`src/rtl/uart_tx_pkg.sv`:
```
// Shared definitions for the memory-mapped UART transmitter.
//   - register offsets inside the 8-byte window
//   - STATUS bit positions
//   - serializer state encoding
package uart_tx_pkg;

  localparam logic [2:0] UART_TXDATA_OFS = 3'h0;
  localparam logic [2:0] UART_STATUS_OFS = 3'h4;

  localparam int STAT_FULL_BIT  = 0;
  localparam int STAT_EMPTY_BIT = 1;
  localparam int STAT_BUSY_BIT  = 2;
  localparam int STAT_OVF_BIT   = 3;
  localparam int STAT_COUNT_LSB = 8;
  localparam int STAT_COUNT_W   = 4;

  localparam logic [1:0] ST_IDLE  = 2'd0;
  localparam logic [1:0] ST_START = 2'd1;
  localparam logic [1:0] ST_DATA  = 2'd2;
  localparam logic [1:0] ST_STOP  = 2'd3;

  typedef enum logic [1:0] {
    IDLE  = ST_IDLE,
    START = ST_START,
    DATA  = ST_DATA,
    STOP  = ST_STOP
  } uart_state_t;

endpackage

```
`src/rtl/sync_fifo.sv`:
```
// Synchronous FIFO with first-word-fall-through read data.
// Ports:
//   clk, reset      single clock, synchronous active-high reset
//   push, wdata     write request and data; ignored when full unless pop is also set
//   pop             read request; ignored when empty
//   rdata           head entry, valid whenever empty = 0
//   count           number of stored entries (0..DEPTH)
//   full, empty     occupancy flags
module sync_fifo #(
  parameter int WIDTH = 8,
  parameter int DEPTH = 8
) (
  input  logic                     clk,
  input  logic                     reset,
  input  logic                     push,
  input  logic                     pop,
  input  logic [WIDTH-1:0]         wdata,
  output logic [WIDTH-1:0]         rdata,
  output logic [$clog2(DEPTH):0]   count,
  output logic                     full,
  output logic                     empty
);

  localparam int AW = $clog2(DEPTH);
  localparam int CW = AW + 1;

  logic [WIDTH-1:0] mem [DEPTH];
  logic [AW-1:0]    wr_ptr;
  logic [AW-1:0]    rd_ptr;
  logic             do_push;
  logic             do_pop;

  assign full  = (count == CW'(DEPTH));
  assign empty = (count == '0);
  assign rdata = mem[rd_ptr];

  // When full, the head is read out combinationally before the edge, so the
  // slot it frees can take the incoming word on the same edge.
  assign do_push = push && (!full || pop);
  assign do_pop  = pop && !empty;

  always_ff @(posedge clk) begin
    if (do_push) mem[wr_ptr] <= wdata;
  end

  always_ff @(posedge clk) begin
    if (reset) begin
      wr_ptr <= '0;
      rd_ptr <= '0;
      count  <= '0;
    end else begin
      if (do_push) wr_ptr <= wr_ptr + 1'b1;
      if (do_pop)  rd_ptr <= rd_ptr + 1'b1;
      case ({do_push, do_pop})
        2'b10:   count <= count + 1'b1;
        2'b01:   count <= count - 1'b1;
        default: count <= count;
      endcase
    end
  end

endmodule

```
`src/rtl/mmio_uart_tx.sv`:
```
// Memory-mapped 8N1 UART transmitter on the core data port.
// Ports:
//   clk, reset   single clock, synchronous active-high reset
//   d_addr       core data address; window selected by [31:3], register by [2]
//   d_wdata      core store data
//   d_wstrb      byte strobes; only bit 0 has an effect
//   d_sel        combinational window hit
//   d_rdata      combinational read data (STATUS, else 0)
//   tx           registered serial line, idle high
// Bus handshake: there is none. A store takes effect on the edge where it is
// presented with d_wstrb[0] = 1; reads are combinational with no wait state.
module mmio_uart_tx
  import uart_tx_pkg::*;
#(
  parameter logic [31:0] BASE_ADDR    = 32'h1000_0000,
  parameter int          CLKS_PER_BIT = 4,
  parameter int          FIFO_DEPTH   = 8
) (
  input  logic        clk,
  input  logic        reset,
  input  logic [31:0] d_addr,
  input  logic [31:0] d_wdata,
  input  logic [3:0]  d_wstrb,
  output logic        d_sel,
  output logic [31:0] d_rdata,
  output logic        tx
);

  localparam int CW = $clog2(FIFO_DEPTH) + 1;
  localparam int BW = $clog2(CLKS_PER_BIT);

  uart_state_t   state;
  logic [BW-1:0] baud_cnt;
  logic [2:0]    bit_cnt;
  logic [7:0]    shreg;
  logic          overflow;

  logic          sel_status;
  logic          push_req;
  logic          push_ok;
  logic          ovf_clr;
  logic          pop;
  logic          baud_last;
  logic [7:0]    fifo_rdata;
  logic [CW-1:0] fifo_count;
  logic          fifo_full;
  logic          fifo_empty;
  logic [31:0]   status;
  logic          unused_bits;

  assign unused_bits = ^{d_addr[1:0], d_wdata[31:8], d_wstrb[3:1]};

  // Address decode
  assign d_sel      = (d_addr[31:3] == BASE_ADDR[31:3]);
  assign sel_status = (d_addr[2] == UART_STATUS_OFS[2]);
  assign push_req   = d_sel && !sel_status && d_wstrb[0];
  assign ovf_clr    = d_sel && sel_status && d_wstrb[0] && d_wdata[STAT_OVF_BIT];

  // The serializer pops only from IDLE, so a pop frees a slot on the same edge.
  assign pop     = (state == IDLE) && !fifo_empty;
  assign push_ok = push_req && (!fifo_full || pop);

  sync_fifo #(
    .WIDTH (8),
    .DEPTH (FIFO_DEPTH)
  ) u_fifo (
    .clk   (clk),
    .reset (reset),
    .push  (push_ok),
    .pop   (pop),
    .wdata (d_wdata[7:0]),
    .rdata (fifo_rdata),
    .count (fifo_count),
    .full  (fifo_full),
    .empty (fifo_empty)
  );

  // Sticky overflow; a drop on the same edge as a clear keeps it set.
  always_ff @(posedge clk) begin
    if (reset)                      overflow <= 1'b0;
    else if (push_req && !push_ok)  overflow <= 1'b1;
    else if (ovf_clr)               overflow <= 1'b0;
  end

  always_comb begin
    status = '0;
    status[STAT_FULL_BIT]  = fifo_full;
    status[STAT_EMPTY_BIT] = fifo_empty;
    status[STAT_BUSY_BIT]  = (state != IDLE);
    status[STAT_OVF_BIT]   = overflow;
    status[STAT_COUNT_LSB +: STAT_COUNT_W] = STAT_COUNT_W'(fifo_count);
  end

  assign d_rdata = (d_sel && sel_status) ? status : 32'h0;

  // Serializer
  assign baud_last = (baud_cnt == BW'(CLKS_PER_BIT - 1));

  always_ff @(posedge clk) begin
    if (reset) begin
      state    <= IDLE;
      baud_cnt <= '0;
      bit_cnt  <= '0;
      shreg    <= '0;
      tx       <= 1'b1;
    end else begin
      case (state)
        IDLE: begin
          baud_cnt <= '0;
          if (!fifo_empty) begin
            shreg <= fifo_rdata;
            state <= START;
            tx    <= 1'b0;
          end
        end
        START: begin
          if (baud_last) begin
            baud_cnt <= '0;
            bit_cnt  <= '0;
            state    <= DATA;
            tx       <= shreg[0];
          end else begin
            baud_cnt <= baud_cnt + 1'b1;
          end
        end
        DATA: begin
          if (baud_last) begin
            baud_cnt <= '0;
            if (bit_cnt == 3'd7) begin
              state <= STOP;
              tx    <= 1'b1;
            end else begin
              // tx takes the next bit now; the register catches up on the shift.
              bit_cnt <= bit_cnt + 1'b1;
              shreg   <= {1'b0, shreg[7:1]};
              tx      <= shreg[1];
            end
          end else begin
            baud_cnt <= baud_cnt + 1'b1;
          end
        end
        STOP: begin
          if (baud_last) begin
            baud_cnt <= '0;
            state    <= IDLE;
          end else begin
            baud_cnt <= baud_cnt + 1'b1;
          end
        end
        default: begin
          state <= IDLE;
          tx    <= 1'b1;
        end
      endcase
    end
  end

endmodule

```
`config.mk`:
```
export PLATFORM = sky130hd
export DESIGN_NAME = mmio_uart_tx
export DESIGN_NICKNAME = d
export VERILOG_FILES = /design/src/rtl/uart_tx_pkg.sv /design/src/rtl/sync_fifo.sv /design/src/rtl/mmio_uart_tx.sv
export SDC_FILE = /design/constraint.sdc
export NUM_CORES = 1
export LEC_CHECK = 0
export ABC_AREA = 1
export ABC_CLOCK_PERIOD_IN_PS = 3500
export CAP_MARGIN = 15
export CORE_MARGIN = 2
export CORE_UTILIZATION = 50
export CTS_CLUSTER_SIZE = 28
export DETAILED_ROUTE_END_ITERATION = 10
export GPL_ROUTABILITY_DRIVEN = 0
export PLACE_DENSITY = 0.83
export SYNTH_ARGS = -nofsm -noshare
export SYNTH_HDL_FRONTEND = slang
export SYNTH_SLANG_ARGS = --single-unit
export TNS_END_PERCENT = 1
```
`constraint.sdc`:
```
create_clock -name clk -period 3.5 [get_ports clk]
set_input_delay 0.35 -clock clk [delete_from_list [all_inputs] [get_ports clk]]
set_output_delay 0.35 -clock clk [all_outputs]
set_load 0.02 [all_outputs]
```
==> impl_metrics.tcl <==
set metrics [dict create \
    status "completed" \
    period_share_pct 75.7 \
    io_buffer_count 50 \
    r2r_end "u_fifo.count[2]$_SDFFE_PP0P_" \
    p_sw_share_pct 36.3 \
    synth_ff_type "edfxtp_1" \
    worst_pin_slew_ps 750 \
    core_mm2 0.00830 \
    pwr-share-comb_pct 33.8 \
    p_leak_nw 1.95 \
    drt_iter0_drc 253 \
    core.rowCount 33 \
    synth_edf_count 64 \
    drt_pass1_iterations 5 \
    yosysSeqAreaShare_pct 58.5 \
    syn_avg_cell_area_um2 9.54 \
    dieWidth_um 96.9 \
    ys_ff_latch 94 \
    regToRegStartpoint "state[0]$_SDFFE_PP0P_" \
    setup_violations 0 \
    hold_path_depth 1 \
    syn_inst 452 \
    synth_cell_type_count 28 \
    cts_setup_buffers 0 \
    internal-power_w 0.00199 \
    dieHeight_um 96.9 \
    grt_pass1_wl_mm 13.9 \
    postLayoutCoreUtil_pct 61.0 \
    grt_pass1_vias 3160 \
    die_area_mm2 0.00938 \
    whs_endpoint "baud_cnt[0]$_SDFF_PP0_" \
    path_max_fanout 9 \
    drv_slew 0 \
    worstPathArrival_ps 2300 \
    min_from "baud_cnt[0]$_SDFF_PP0_" \
    vdd_drop_max_uv 279 \
    ctsRootBufferMaster "clkbuf_8" \
    cpMaxStageDelayCell "clkdlybuf4s50_1" \
    power_density_mw_per_mm2 619 \
    p_clk_share_pct 22.5 \
    p_total_w 0.00313 \
    tns_ps 0 \
    worstRegToRegCells 12 \
    rsz0062_at_grt "false" \
    overflow 0 \
    pin_count 104 \
    power_frac_seq_pct 43.7 \
    async_reset_ff_share_pct 0 \
    clkLatencyLatePin_ps 360 \
    endpoint_kind "output port" \
    viasPerCell 5.27 \
    layout-drive-gt1-share_pct 6.03 \
    syn2layout_area_growth_pct 17.5 \
    cp-startpoint "d_addr[11]" \
    slowest_delay_ps 630 \
    cp-start-kind "input pin" \
    critPathKind "input pin to output port" \
    cts-hold-fix-buffers 0 \
    htreeDepth 3 \
    numCtsBuffers 9 \
    skew_ps 12.4 \
    remaining_drc_errors 0 \
    grt_usage_pct 18.5 \
    worstPathBufferInverterCount 2 \
    fin_nets 592 \
    cts.sinks 94 \
    clock_path_buffers 2 \
    antenna_left 0 \
    cp.required_ps 3150 \
    vias 3262 \
    min_period_ps 2650 \
    hpwl_mm 5.69 \
    antenna_cells 0 \
    whs_ps 429 \
    hold_viol_final 0 \
    tritoncts "done" \
    placed_cell_area_mm2 0.00487 \
    rrSetupSlack_ps 1210 \
    grt_antenna_before_repair 0 \
    p_sw_w 0.00114 \
    relSlewSlack_pct 50.0 \
    path_cells "clkdlybuf4s50_1 > or2_1 > nor2_1 > nand2_1 > nor2_4 > nand2_2 > nor2_1 > clkdlybuf4s50_1" \
    start_util_pct 52.0 \
    synth_area_mm2 0.00431 \
    routedWlPerCell_um 13.7 \
    drt_wl_total_mm 8.48 \
    ys_warn_count 0 \
    hp-class "register to register" \
    path_clk_slew_ps 90 \
    critPathTopFamily "buffers and inverters" \
    grt_max_degree 40 \
    cts_resized 0 \
    fmax_ghz 0.378 \
    final_area_mm2 0.00506 \
    drv_cap 0 \
]
layer usage:
metal / global-route usage, % / part of all wire, % / vias up
li1: - / - / 1597
met1: 22.6 / 41 / 1497
met2: 31.1 / 50 / 153
met3: 2.67 / 6.5 / 15
met4: 10.9 / 2.8 / 0
met5: 0 / 0 / -
cells in the mapped netlist, types with 3 or more instances:
| cell type | number | share of area (%) |
|---|---|---|
| a21oi_1 | 27 | 3.1 |
| clkbuf_1 | 7 | 0.61 |
| o21ai_0 | 39 | 4.5 |
| o22ai_1 | 6 | 0.87 |
| buf_4 | 24 | 4.2 |
| nor2_1 | 79 | 6.9 |
| edfxtp_1 | 64 | 45 |
| dfxtp_1 | 30 | 14 |
| nand2_2 | 3 | 0.44 |
| ha_1 | 13 | 3.8 |
| xor2_1 | 3 | 0.61 |
| buf_2 | 6 | 0.70 |
| nor3_1 | 9 | 1.0 |
| nand3_1 | 28 | 3.3 |
| inv_1 | 35 | 3.0 |
| nand4_1 | 4 | 0.58 |
| nand2_1 | 62 | 5.4 |
logic make-up after synthesis:
kind of cell	count (synthesis)	share of synthesized area, %
other	1	0.0870
adders and majority gates	13	3.77
xor gates and xnor gates	4	0.813
AOI/OAI and AO/OA	79	9.81
DFF	94	58.5
buffers and inverters	73	8.62
and+or+nand+nor	188	18.4
sequential cells by signal, indices dropped and copies added (netlist names), 2 cells and up, named ones only:
register / count
state: 2
u_fifo.mem: 64
bit_cnt: 3
u_fifo.rd_ptr: 3
shreg: 8
baud_cnt: 2
u_fifo.wr_ptr: 3
u_fifo.count: 4
how the worst max path moves through the flow:
stage                                    to  cells past startpoint
2_1_floorplan    u_fifo.mem[1][0]$_DFFE_PP_                      8
3_3_place_gp                     d_rdata[0]                      8
3_5_place_dp   u_fifo.count[2]$_SDFFE_PP0P_                     13
4_1_cts                          d_rdata[0]                      8
5_1_grt                          d_rdata[0]                     10
6_report                         d_rdata[2]                      8
power by group through the flow:
| stage | registers, W | logic, W | clock network, W |
|---|---|---|---|
| 4_1_cts | 0.00137 | 0.00105 | 0.000712 |
| 3_3_place_gp | 0.00139 | 0.000997 | 0 |
| 6_report | 0.00137 | 0.00106 | 0.000705 |
| 3_5_place_dp | 0.00139 | 0.00104 | 0 |
| 2_1_floorplan | 0.00137 | 0.000810 | 0 |
| 5_1_grt | 0.00138 | 0.00120 | 0.000750 |
cell usage in the layout, fill, tap and decap left out, types with 2 or more instances in the layout:
cell / synthesis / final
o22ai_1: 6 / 6
xor2_1: 3 / 3
conb_1: 1 / 24
a21oi_1: 27 / 27
nand2_1: 62 / 62
o211ai_1: 2 / 2
o221ai_1: 2 / 2
o21ai_0: 39 / 39
nand3_1: 28 / 28
inv_6: 0 / 2
dfxtp_1: 30 / 30
clkdlybuf4s50_1: 0 / 50
clkbuf_8: 0 / 9
inv_1: 35 / 35
edfxtp_1: 64 / 64
nor2_1: 79 / 79
nand2_2: 3 / 3
nand4_1: 4 / 4
ha_1: 13 / 13
buf_4: 24 / 10
nor3_1: 9 / 9
metrics by stage:
stage / worst slack (ps) / cells
floorplan: 1240 / 475
global placement: 891 / 603
detailed placement: 821 / 603
CTS: 837 / 619
global route: 692 / 619
finish: 852 / 619
layout make-up:
class / instances / area (um2)
tap: 105 / 131
clock buffer: 10 / 128
inverter: 36 / 135
timing repair buffer: 60 / 576
sequential: 94 / 2520
fill: 654 / 3230
clock inverter: 6 / 68.8
multi-input combinational: 308 / 1500
Power figures use the tool's default switching activity.
